==> src/rtl/ioctl_pkg.sv <==
// Shared types and constants for the ioctl download transmitter.
package ioctl_pkg;

  localparam int unsigned ADDR_W_DEF = 25;

  localparam logic [7:0] IDX_ROM   = 8'd0;
  localparam logic [7:0] IDX_NVRAM = 8'd4;
  localparam logic [7:0] IDX_DIP   = 8'd254;

  typedef enum logic [2:0] {
    StIdle,
    StLead,
    StFetch,
    StStrobe,
    StGap,
    StTrail,
    StDone
  } ioctl_tx_state_t;

endpackage

==> src/rtl/ioctl_stream_tx_pace.sv <==
// Loadable 8-bit down-counter with freeze; paces the LEAD, GAP and TRAIL phases.
module tx_pace_counter (
  input  logic       clk,
  input  logic       rst_n,
  input  logic       load,
  input  logic [7:0] load_val,
  input  logic       freeze,
  output logic [7:0] count,
  output logic       last
);

  always_ff @(posedge clk or negedge rst_n) begin
    if (!rst_n) begin
      count <= 8'd0;
    end else if (load) begin
      count <= load_val;
    end else if (!freeze && count != 8'd0) begin
      count <= count - 8'd1;
    end
  end

  // The phase ends in the cycle whose count is 1, so a load of N gives N cycles.
  assign last = (count == 8'd1);

endmodule

==> src/rtl/ioctl_stream_tx.sv <==
// Host-side ioctl download driver: streams bytes from a valid/ready source
// into ioctl_wr/addr/dout strobes framed by ioctl_download.
module ioctl_stream_tx
  import ioctl_pkg::*;
#(
  parameter int unsigned ADDR_W = ADDR_W_DEF,
  parameter int unsigned LEAD   = 4,
  parameter int unsigned GAP    = 3,
  parameter int unsigned TRAIL  = 4
) (
  input  logic              clk_sys,
  input  logic              reset_n,
  input  logic              start,
  input  logic [7:0]        index,
  input  logic [ADDR_W-1:0] length,
  input  logic              src_valid,
  input  logic [7:0]        src_data,
  output logic              src_ready,
  input  logic              ioctl_wait,
  output logic              ioctl_download,
  output logic [7:0]        ioctl_index,
  output logic              ioctl_wr,
  output logic [ADDR_W-1:0] ioctl_addr,
  output logic [7:0]        ioctl_dout,
  output logic              busy,
  output logic              done
);

  ioctl_tx_state_t   state_q, state_d;
  logic [ADDR_W-1:0] rem_q, addr_q;
  logic [7:0]        index_q, dout_q;
  logic              wr_q, download_q, busy_q, done_q;

  logic       pace_load, pace_freeze, pace_last;
  logic [7:0] pace_val, pace_count;
  logic       handshake;

  assign src_ready   = (state_q == StFetch) && !ioctl_wait;
  assign handshake   = src_ready && src_valid;
  assign pace_freeze = (state_q == StGap) && ioctl_wait;

  tx_pace_counter u_pace (
    .clk      (clk_sys),
    .rst_n    (reset_n),
    .load     (pace_load),
    .load_val (pace_val),
    .freeze   (pace_freeze),
    .count    (pace_count),
    .last     (pace_last)
  );

  always_comb begin
    state_d = state_q;
    unique case (state_q)
      StIdle:   if (start) state_d = StLead;
      StLead:   if (pace_last) state_d = (rem_q != '0) ? StFetch : StTrail;
      StFetch:  if (handshake) state_d = StStrobe;
      StStrobe: begin
        if (rem_q == ADDR_W'(1)) state_d = StTrail;
        else if (GAP == 0)       state_d = StFetch;
        else                     state_d = StGap;
      end
      StGap:    if (pace_last && !ioctl_wait) state_d = StFetch;
      StTrail:  if (pace_last) state_d = StDone;
      StDone:   state_d = StIdle;
      default:  state_d = StIdle;
    endcase
  end

  // Reload the pacer on entry to any timed phase.
  always_comb begin
    pace_load = 1'b0;
    pace_val  = 8'd0;
    if (state_d != state_q) begin
      case (state_d)
        StLead:  begin pace_load = 1'b1; pace_val = 8'(LEAD);  end
        StGap:   begin pace_load = 1'b1; pace_val = 8'(GAP);   end
        StTrail: begin pace_load = 1'b1; pace_val = 8'(TRAIL); end
        default: ;
      endcase
    end
  end

  always_ff @(posedge clk_sys or negedge reset_n) begin
    if (!reset_n) begin
      state_q    <= StIdle;
      rem_q      <= '0;
      addr_q     <= '0;
      index_q    <= 8'd0;
      dout_q     <= 8'd0;
      wr_q       <= 1'b0;
      download_q <= 1'b0;
      busy_q     <= 1'b0;
      done_q     <= 1'b0;
    end else begin
      state_q <= state_d;
      if (state_q == StIdle && start) begin
        index_q <= index;
        rem_q   <= length;
        addr_q  <= '0;
      end
      if (handshake) dout_q <= src_data;
      if (state_q == StStrobe) begin
        addr_q <= addr_q + ADDR_W'(1);
        rem_q  <= rem_q - ADDR_W'(1);
      end
      wr_q       <= (state_d == StStrobe);
      download_q <= (state_d != StIdle) && (state_d != StDone);
      busy_q     <= (state_d != StIdle);
      done_q     <= (state_d == StDone);
    end
  end

  assign ioctl_download = download_q;
  assign ioctl_index    = index_q;
  assign ioctl_wr       = wr_q;
  assign ioctl_addr     = addr_q;
  assign ioctl_dout     = dout_q;
  assign busy           = busy_q;
  assign done           = done_q;

endmodule

==> config.mk <==
export PLATFORM = sky130hd
export DESIGN_NAME = ioctl_stream_tx
export DESIGN_NICKNAME = d
export VERILOG_FILES = /design/src/rtl/ioctl_pkg.sv /design/src/rtl/ioctl_stream_tx_pace.sv /design/src/rtl/ioctl_stream_tx.sv
export SDC_FILE = /design/constraint.sdc
export NUM_CORES = 1
export LEC_CHECK = 0
export ABC_CLOCK_PERIOD_IN_PS = 6850
export BUFFER_PORTS_ARGS = -buffer_cell sky130_fd_sc_hd__buf_4
export CORE_AREA = 5 5 108 110
export CTS_CLUSTER_SIZE = 25
export DETAILED_ROUTE_END_ITERATION = 16
export DIE_AREA = 0 0 113 115
export GPL_ROUTABILITY_DRIVEN = 0
export GPL_TIMING_DRIVEN = 0
export SLEW_MARGIN = 20
export SYNTH_ARGS = -nofsm -noshare
export SYNTH_HDL_FRONTEND = slang
export SYNTH_SLANG_ARGS = --single-unit
==> constraint.sdc <==
create_clock -name clk_sys -period 6.85 [get_ports clk_sys]
set_clock_uncertainty 0.1 [all_clocks]
set_input_delay 0.685 -clock clk_sys [delete_from_list [all_inputs] [get_ports clk_sys]]
set_output_delay 0.685 -clock clk_sys [all_outputs]
set_load 0.01 [all_outputs]
* Yosys cells after proc, flatten, opt, wreduce, memory -nomap -nowiden
Index checks and enable logic that the tools add are counted.
** Cells by class
- $add $sub $neg :: 3
- Equal/unequal tests :: 14
- Muxes and demuxes :: 18
- Reductions and logical operators :: 17
** Operator list (number)
- 25-bit two-way mux :: 4
- 25-bit by 1-bit adder with 25-bit output (second input constant) :: 1
- 25-bit by 1-bit equality test with 1-bit output (second input constant) :: 1
- 25-bit nonzero test :: 1
- 25-bit by 1-bit subtractor with 25-bit output (second input constant) :: 1
- 3-bit two-way mux :: 7
- 3-bit case mux with 6 select lines :: 1
- 8-bit two-way mux :: 2
- 3-bit equality test (second input constant) :: 5
- 3-bit by 2-bit equality test with 1-bit output (second input constant) :: 3
- 8-bit by 1-bit equality test with 1-bit output (second input constant) :: 1
- 8-bit nonzero test :: 1
- 8-bit by 1-bit subtractor with 8-bit output (second input constant) :: 1
- 1-bit logical AND :: 7
- 3-bit by 1-bit equality test with 1-bit output (second input constant) :: 2
- 3-bit case mux with 2 select lines :: 1
- 2-bit nonzero test :: 2
- 3-bit zero test :: 1
- 1-bit two-way mux :: 3
- 3-bit != test :: 1
- 3-bit != test (second input constant) :: 1
- 3-bit nonzero test :: 1
- 3-bit OR reduction :: 1
- 1-bit zero test :: 2
- 2-bit OR reduction :: 1
** Storage, ports and cells
- Logic and storage cells :: 62
- Output and inout port bits :: 46
- Input bits :: 46
- Bits in registers :: 81

* Longest topological paths before layout
Gate-level depths: netlist (run 1).
- Word-level depth :: 10
- Depth in mapped cells :: 9
- Depth with buffers taken out :: 9

* Hierarchy
A second synthesis (run 1) with hierarchy kept.
** Second synthesis, totals
- Cell total of the unflattened synthesis :: 446
- Area, all modules :: 4244.1 µm²
** By module, submodules not included
- ioctl_stream_tx :: sequential area each 1826.8 µm², times used 1, area an instance 3674.8 µm², cells an instance 384
- tx_pace_counter :: sequential area each 200.2 µm², times used 1, area an instance 569.3 µm², cells an instance 62

* Least setup slack after synthesis (run 1)
OpenSTA, ideal clock, no wires.
- Path kind :: register to register
- Start :: register rem_q[9]
- End :: register rem_q[24]
- Library setup time :: 124 ps
- Clock period less this slack :: 2730 ps
- Required time :: 6626 ps
- Stages on the path, launching flop included :: 9
- Path buffers :: 2
- Data arrival time :: 2506 ps
- Setup slack :: 4120 ps
- Cell sequence :: dfrtp_1 -> buf_6 -> nor4_4 -> nand2b_2 -> or4_1 -> buf_2 -> or3_4 -> o311a_1 -> a211o_1
** Between the ends
- Longest elaborated chain between the ends :: 2
** Ends and longest elaborated chain
- start: declaration :: RTL line ioctl_stream_tx.sv:30 : logic [ADDR_W-1:0] rem_q, addr_q;
- start signal: assignment :: RTL line ioctl_stream_tx.sv:99 : rem_q <= length;
- start signal: assignment :: RTL line ioctl_stream_tx.sv:105 : rem_q <= rem_q - ADDR_W'(1);
- 25-bit by 1-bit subtractor with 25-bit output :: RTL line ioctl_stream_tx.sv:105
- 25-bit two-way mux :: RTL line ioctl_stream_tx.sv:103 : if (state_q == StStrobe) begin
No other way between the ends.
A chain may end at the register's enable or synchronous reset.

* Final worst setup path (run 1)
- Start :: register rem_q[2]
- End :: register rem_q[24]
Same word-level chain as after synthesis.

==> out/qor.yml, run 1 <==
status: "complete, no violations"
peakVddDrop_mv: 0.1414
syn-instance-count: 428
yosysMostFrequentCell: "dfrtp_1"
cp_data_required_time_ns: 6.99
worstMarginPinSlew_ns: 0.7647
syn_area_per_cell_um2: 9.597
hold_viol: 0
cp_max_fo: 8
path_clk_slew_ns: 0.08
fmax_mhz: 328.1
core_um2: 10600
netlist.area_leader.share: 0.4935
synth_cell_types: 62
num_antenna_cells: 0
dp_hpwl_mm: 7.685
rsz0062_at_grt: "false"
cts_inserted_buffers: 9
nets: 583
cts_setup_buffers: 0
slew_headroom: 0.4830
die_w_um: 113
cts_tree: "yes"
drt-pass1-iter-count: 4
vias: 3675
post-route-drc-count: 0
power.total_uw: 1760
worstHoldPathType: "primary input to asynchronous set/reset pin"
setup_viol: 0
ys_seq_elements: 81
syn_nets: 481
fin_crit_sh: 0.4450
postCtsHoldBufs: 0
grt_remaining_overflow: 0
clock_latency_ns: 0.35
yosysWarnings: 0
clock-sinks: 81
grt_pass1_wl_mm: 17.25
cp-start-kind: "register"
synth-edff-count: 0
postCtsResizedCells: 0
grt_max_degree: 82
cts.path.max_buffers: 2
drt-total-wl_mm: 10.49
track_usage: 0.1625
detail_route.vias_per_cell: 5.453
ant_nets: 0
grt_pass1_vias: 3543
netlist_area_um2: 4108
ys.flop_type: "dfrtp_1"
first_iter_violations: 242
arrival_ns: 3.18
cpMaxStageDelayCell: "nor4_1"
die_height_um: 115
slew_viol_final: 0
cpPeakStageDelay_ns: 0.52
clockRootBuffer: "clkbuf_8"
ys_async_sr_fraction: 1.000
drv_cap: 0
ioPinCount: 92
portBuffers: 91
die_area_um2: 13000
antenna_found_initial: 0
p_leak_uw: 0.002343
area_growth_pct: 25.13
synth_top_area_cell: "dfrtp_1"
setup_tns_ns: 0
rrSetupSlack_ns: 3.80
rows: 38
start_util: 0.3874
endpoint_kind: "register"
min_period_ns: 3.048
layout-drive-gt1-share: 0.2360
yosys-top-cells-count: "dfrtp_1 (81), nand2_1 (69), o21ai_0 (35)"
synth.area.top_cells: "dfrtp_1 (49%), nand2_1 (6.3%), o21ai_0 (4.3%)"
cts-htree-levels: 3
crit_type: "register to register"
ys_seq_area_frac: 0.4935
powerDensity_nw_per_um2: 342.5
wl_per_cell_um: 15.56
crit_chain: "nor4_1 > nand3_1 > or4_1 > buf_2 > or3_4 > o311a_1 > a211o_1"
## path summary, 6_finish.rpt
kind,start,end,cells past startpoint
worst max-delay path,rem_q[2],rem_q[24],7
max in group asynchronous,reset_n,rem_q[16],1
worst max register to register,rem_q[2],rem_q[24],7
worst min-delay path,reset_n,ioctl_addr[12],1
worst min register to register,ioctl_index[5],ioctl_index[5],2
min in group clk_sys,ioctl_index[5],ioctl_index[5],2
## flip-flops by register name, summed over array words and instances, names as in the netlist
register and cells:
ioctl_wr 1, ioctl_download 1, ioctl_index 8, ioctl_addr 25, state_q 3, rem_q 25, done 1, ioctl_dout 8
busy 1, u_pace.count 8
## cell type report
cell class              count  area [µm²]
plain buffers              17       73.82
clock buffers              10       137.6
clock inverters             5       32.53
fillers                  1020        5463
inverters                  14       52.55
multi-input cells         316        1954
flip-flops and latches     81        2027
well taps                 140       175.2
repair buffers             91       686.9
## power by group
part	internal [µW]	total, µW	switching [µW]
registers	619	756	136
logic	306	696	390
clock network	138	308	170
total	1060	1760	696
## stage by stage
stage                     cells  worst slack (ns)  utilization  area, µm²  hold WS [ns]
after floorplan             428             4.120            -       4108        0.2894
after CTS                   674             3.835       0.4844       5136        0.3864
final                       674             3.802       0.4848       5140        0.2302
after global placement      659             3.835       0.4684       4966        0.3614
after global routing        674             3.655       0.4848       5140        0.3400
after detailed placement    659             3.876       0.4684       4966        0.3642
## cell usage in the layout, fill, tap and decap left out, drive strengths merged, types with 3 or more instances in the layout
cell and instances:
o21ai 35, nand3 25, nand4 10, or3 3, o31ai 7, dfrtp 81, nand2 69, nor4 11
clkbuf 23, or4 8, clkinvlp 3, xnor2 3, a31oi 6, nand2b 3, o311ai 8, ha 7
mux2i 4, and3 8, nor2 26, nor3 9, buf 95, mux2 8, o211ai 13, inv 14
a221o 6, a21oi 6, a21o 3
## routing by layer
layer | track usage | up-vias | part of all wire
li1 | - | 1811 | -
met1 | 0.2132 | 1762 | 0.46
met2 | 0.2638 | 92 | 0.46
met3 | 0.04579 | 10 | 0.068
met4 | 0.04728 | 0 | 0.012
met5 | 0 | - | 0
## critical path: cells and delay by family (launching register included)
family,cells,cell delay [ns]
DFF,1,0.46
and+or+nand+nor,4,1.65
buffers and inverters,1,0.17
AOI/OAI and AO/OA,2,0.55
## kinds of logic after synthesis
family | after synthesis | share of synthesized area
xor+xnor | 4 | 0.008530
mux | 12 | 0.03168
fa+ha+maj | 7 | 0.02132
simple gates | 185 | 0.2327
flops | 81 | 0.4935
compound gates | 108 | 0.1815
buf+inv | 31 | 0.03076
(Power assumes the default switching activity.)
==> inputs of run 2 (changes only) <==
--- a/config.mk
+++ b/config.mk
@@ -5,7 +5,7 @@
 export SDC_FILE = /design/constraint.sdc
 export NUM_CORES = 1
 export LEC_CHECK = 0
-export ABC_CLOCK_PERIOD_IN_PS = 6850
+export ABC_CLOCK_PERIOD_IN_PS = 2500
 export BUFFER_PORTS_ARGS = -buffer_cell sky130_fd_sc_hd__buf_4
 export CORE_AREA = 5 5 108 110
 export CTS_CLUSTER_SIZE = 25
==> constraint.sdc (replaced) <==
create_clock -name clk_sys -period 2.5 [get_ports clk_sys]
set_clock_uncertainty 0.1 [all_clocks]
set_input_delay 0.25 -clock clk_sys [delete_from_list [all_inputs] [get_ports clk_sys]]
set_output_delay 0.25 -clock clk_sys [all_outputs]
set_load 0.01 [all_outputs]
==> out/qor.yml, run 2 (synthesized netlist as in run 1, its figures left out) <==
status: "complete, but fails checks"
violations: "setup timing"
grt_remaining_overflow: 0  # unchanged
rows: 38  # unchanged
hold_viol: 0  # unchanged
portBuffers: 91  # unchanged
post_dp_cell_area_um2: 4981  # +0.30%
grt_pass1_wl_mm: 18.71  # +8.5%
dp_hpwl_mm: 7.708  # +0.30%
fillCellCount: 967  # -5.2%
clock-sinks: 81  # unchanged
powerDensity_nw_per_um2: 982.9  # +190%
grt_pass1_vias: 3788  # +6.9%
drv_cap: 0  # unchanged
min_period_ns: 2.646  # -0.4018 ns
area_growth_pct: 38.20
vias: 3886  # +5.7%
die_height_um: 115  # unchanged
cp-endpoint: "rem_q[24]"
final_common_cell: "buf_4"
r2r-start: "rem_q[14]"
first_iter_violations: 237  # -2.1%
post-route-drc-count: 0  # unchanged
peakVddDrop_mv: 0.5432  # +280%
endpoint_kind: "register"
drt-total-wl_mm: 11.37  # +8.4%
rr_endpoint: "rem_q[24]"
ant_nets: 0  # unchanged
crit_type: "register to register"
worstMarginPinSlew_ns: 0.7590  # -0.005728 ns
fmax_mhz: 377.9  # +15%
cts-htree-levels: 3  # unchanged
cpPeakStageDelay_ns: 0.55  # +0.03 ns
final_area_um2: 5677  # +10%
multi_input_area_um2: 2130  # +9.0%
antenna_found_initial: 0  # unchanged
slew_headroom: 0.4940  # +0.01100
rsz0062_at_grt: "true"
clock_latency_ns: 0.36  # about the same
cts_inserted_buffers: 9  # unchanged
p_leak_uw: 0.002568  # +9.6%
cp_num_buf_inv: 0  # -1
nets: 617  # +5.8%
clockRootBuffer: "clkbuf_8"
worstHoldPathType: "primary input to register"
path_delay_family: "simple AND/OR/NAND/NOR gates"
ioPinCount: 92  # unchanged
arrival_ns: 2.80  # -0.38 ns
crit_chain: "or3_1 > or4_4 > or3_4 > o311a_1 > a211o_1"
cp-start-kind: "register"
crit_cells: 5  # -2
grt_max_degree: 82  # unchanged
cts.path.max_buffers: 2  # unchanged
rrSetupSlack_ns: -0.15  # -3.95 ns
die_area_um2: 13000  # unchanged
num_antenna_cells: 0  # unchanged
path_clk_slew_ns: 0.09  # about the same
slew_viol_final: 0  # unchanged
layout_common_cells: "buf_4 (116), dfrtp_1 (77), nand2_1 (68)"
layout-drive-gt1-share: 0.3216  # +0.08566
dp_slack_ns: -0.5596  # -4.436 ns
layout_setup_ws_ns: -0.1464  # -3.948 ns
core_um2: 10600  # unchanged
drt-pass1-iter-count: 4  # unchanged
cp_max_fo: 7  # -1
die_w_um: 113  # unchanged
track_usage: 0.1771  # +0.01463
cts_tree: "yes"
r2r_cells: 5  # -2
start_util: 0.3874  # unchanged
detail_route.vias_per_cell: 5.481  # +0.52%
wl_per_cell_um: 16.04  # +3.1%
cpMaxStageDelayCell: "or4_4"
cp_data_required_time_ns: 2.65  # -4.34 ns
ff_latch_area_um2: 2032  # +0.25%
fin_crit_sh: 1.059  # +0.6136
setup.worst_path.start: "rem_q[14]"
setup_viol: 1  # +1
[run 2: routing by layer]
layer  GRT usage  wire, µm  vias to the layer above
met4     0.06250       206                        0
li1            -         -                     1879
met5           0         0                        -
met2      0.2745      5184                      123
met1      0.2473      5186                     1865
met3     0.03684       792                       19
[run 2: repair_timing]
action / in CTS / in global routing
hold buffers: 11 / 1
pin swaps: 12 / 18
endpoints found under the setup margin: 24 / 26
resized for setup: 31 / 17
buffers inserted: 22 / 8
endpoints found under the hold margin: 11 / 81
[run 2: worst register-to-register path: stages (launching register included)]
cell	delay [ns]
dfrtp_1	0.48
or3_1	0.41
or4_4	0.55
or3_4	0.39
o311a_1	0.33
a211o_1	0.28
[run 2: final cells by class]
type,instances,area share
multi-input cells,316,0.3751
flip-flops and latches,81,0.3579
repair buffers,130,0.1785
well taps,140,0.03086
clock buffers,9,0.02182
clock inverters,7,0.01785
inverters,14,0.009257
plain buffers,12,0.008596
[run 2: how the worst min path moves through the flow]
| stage | slack [ns] | depth (start not counted) | from | end |
|---|---|---|---|---|
| after floorplan | -0.15 | 0 | reset_n | busy |
| after global placement | 0.34 | 3 | index[4] | ioctl_index[4] |
| after detailed placement | 0.35 | 3 | index[7] | ioctl_index[7] |
| after CTS | 0.004 | 3 | length[16] | rem_q[16] |
| after global routing | 0.005 | 2 | src_data[0] | ioctl_dout[0] |
| final | 0.007 | 2 | length[24] | rem_q[24] |
[run 2: power breakdown]
group | internal [µW] | leakage [µW] | switching, µW | total [µW]
registers | 1700 | 0.00105 | 468 | 2170
logic | 1100 | 0.00141 | 1200 | 2300
clock network | 575 | 0.000112 | 534 | 1110
[run 2: through the flow]
stage          setup TNS, ns  cells  total power (µW)  hold slack [ns]    util
2_1_floorplan        -0.1721    428              3343          -0.1456       -
3_3_place_gp          -3.334    659              3982           0.3430  0.4698
6_report             -0.1464    709              5579         0.007465  0.5354
4_1_cts              -0.2538    706              5504         0.003766  0.5284
5_1_grt              -0.5677    709              5996         0.004744  0.5354
3_5_place_dp          -4.309    659              4043           0.3479  0.4698
==> inputs of run 3 (changes only) <==
--- a/config.mk
+++ b/config.mk
@@ -13,6 +13,7 @@
 export DIE_AREA = 0 0 113 115
 export GPL_ROUTABILITY_DRIVEN = 0
 export GPL_TIMING_DRIVEN = 0
+export REMOVE_ABC_BUFFERS = 1
 export SLEW_MARGIN = 20
 export SYNTH_ARGS = -nofsm -noshare
 export SYNTH_HDL_FRONTEND = slang
==> out/qor.yml, run 3 (synthesized netlist as in run 1, its figures left out) <==
ioPinCount: 92  # unchanged
num_antenna_cells: 0  # unchanged
arrival_ns: 2.77  # -0.03 ns
cpPeakStageDelay_ns: 0.58  # +0.03 ns
worstMarginPinSlew_ns: 0.7536  # -0.005372 ns
layout-drive-gt1-share: 0.3169  # -0.004677
violations: "setup timing"
grt_pass1_wl_mm: 18.73  # about the same
final_area_um2: 5614  # -1.1%
die_height_um: 115  # unchanged
rows: 38  # unchanged
post-route-drc-count: 0  # unchanged
clock_latency_ns: 0.35  # about the same
crit_type: "register to register"
cts-htree-levels: 3  # unchanged
setup_viol: 2  # +1
cp_data_required_time_ns: 2.65  # about the same
status: "complete, but fails checks"
wl_per_cell_um: 16.12  # +0.52%
rsz0062_at_grt: "true"
p_leak_uw: 0.002524  # -1.7%
fin_cells: 689  # -2.8%
core_um2: 10600  # unchanged
area_growth_pct: 36.67
power.total_uw: 5428  # -2.7%
dp.cells: 643  # -2.4%
final_common_cell: "buf_4"
first_iter_violations: 276  # +16%
met2WireLength_mm: 5.651  # +9.0%
fin_crit_sh: 1.047  # -0.01120
slew_headroom: 0.4976  # +0.003581
min_period_ns: 2.618  # -0.02801 ns
hold_viol: 0  # unchanged
wl_met3_um: 715  # -9.7%
setup_tns_ns: -0.1244  # +0.02200 ns
dp_hpwl_mm: 7.310  # -5.2%
layout_setup_ws_ns: -0.1184  # +0.02801 ns
layout_common_cells: "buf_4 (108), dfrtp_1 (76), nand2_1 (66)"
cts_inserted_buffers: 9  # unchanged
die_w_um: 113  # unchanged
powerDensity_nw_per_um2: 966.8  # -1.6%
cts.path.max_buffers: 2  # unchanged
detail_route.vias_per_cell: 5.522  # +0.76%
endpoint_kind: "register"
post_dp_cell_area_um2: 4926  # -1.1%
clock-sinks: 81  # unchanged
fmax_mhz: 381.9  # +1.1%
cp-start-kind: "register"
portBuffers: 91  # unchanged
peakVddDrop_mv: 0.5900  # +8.6%
cpMaxStageDelayCell: "or4_4"
grt_max_degree: 82  # unchanged
nets: 599  # -2.9%
clockRootBuffer: "clkbuf_8"
cp_max_fo: 5  # -2
cts_tree: "yes"
worstHoldPathType: "primary input to register"
drt-total-wl_mm: 11.11  # -2.3%
drt-met1-wl_mm: 4.635  # -11%
track_usage: 0.1746  # -0.002535
crit_chain: "nor4_4 > nand2b_4 > or4_4 > or3_4 > o311a_1 > a211o_1"
dp_slack_ns: -0.6713  # -0.1117 ns
slew_viol_final: 0  # unchanged
antenna_found_initial: 0  # unchanged
grt_pass1_vias: 3896  # +2.9%
vias: 3805  # -2.1%
drt-pass1-iter-count: 4  # unchanged
fillCellCount: 994  # +2.8%
path_clk_slew_ns: 0.08  # about the same
highest_layer: "met4"
start_util: 0.3874  # unchanged
drv_cap: 0  # unchanged
grt_remaining_overflow: 0  # unchanged
die_area_um2: 13000  # unchanged
ant_nets: 0  # unchanged
==> run 3: per-layer routing <==
metal | vias up | track usage
met5 | - | 0
met4 | 0 | 0.04006
met2 | 98 | 0.3049
met3 | 10 | 0.04842
li1 | 1842 | -
met1 | 1855 | 0.2160
==> run 3: path summary, 6_finish.rpt <==
kind	cells past startpoint	startpoint	slack, ns	endpoint
setup / recovery	6	rem_q[10]	-0.12	rem_q[24]
hold / removal	3	length[4]	0.01	rem_q[4]
setup reg to reg	6	rem_q[10]	-0.12	rem_q[24]
hold reg to reg	1	ioctl_addr[24]	0.38	ioctl_addr[24]
max in group asynchronous	2	reset_n	1.34	rem_q[17]
min in group asynchronous	2	reset_n	0.39	ioctl_addr[7]
==> run 3: critical path, delay by kind of cell, from the launching register on <==
family          cells  cell delay (ns)
simple gates        4             1.42
compound gates      2             0.55
flops               1             0.44
==> run 3: power breakdown <==
part | switching (µW) | internal, µW
Sequential | 497 | 1700
Clock | 472 | 605
Combinational | 1110 | 1040
Total | 2080 | 3350
==> run 3: timing repair <==
action                                  CTS  global route
endpoints found under the setup margin   32            22
buffers inserted                          4            15
cloned                                    1             0
hold endpoints to repair                 11            82
gates resized for setup                  35            14
hold buffers                             11             2
pin swaps                                 7            13
==> run 3: final cells by class <==
class | count | area, µm² | share of cell area
Tap cell | 140 | 175.2 | 0.03120
Inverter | 14 | 52.55 | 0.009360
Sequential cell | 81 | 2033 | 0.3622
Clock buffer | 11 | 151.4 | 0.02697
Multi-Input combinational cell | 317 | 2157 | 0.3842
Clock inverter | 3 | 65.06 | 0.01159
Timing Repair Buffer | 123 | 979.7 | 0.1745
==> run 3: metrics by stage <==
stage | hold WS (ns) | util
4_1_cts | 0.002828 | 0.5124
6_report | 0.009910 | 0.5295
3_5_place_dp | 0.3465 | 0.4646
2_1_floorplan | -0.1456 | -
3_3_place_gp | 0.3416 | 0.4614
5_1_grt | 0.003059 | 0.5295
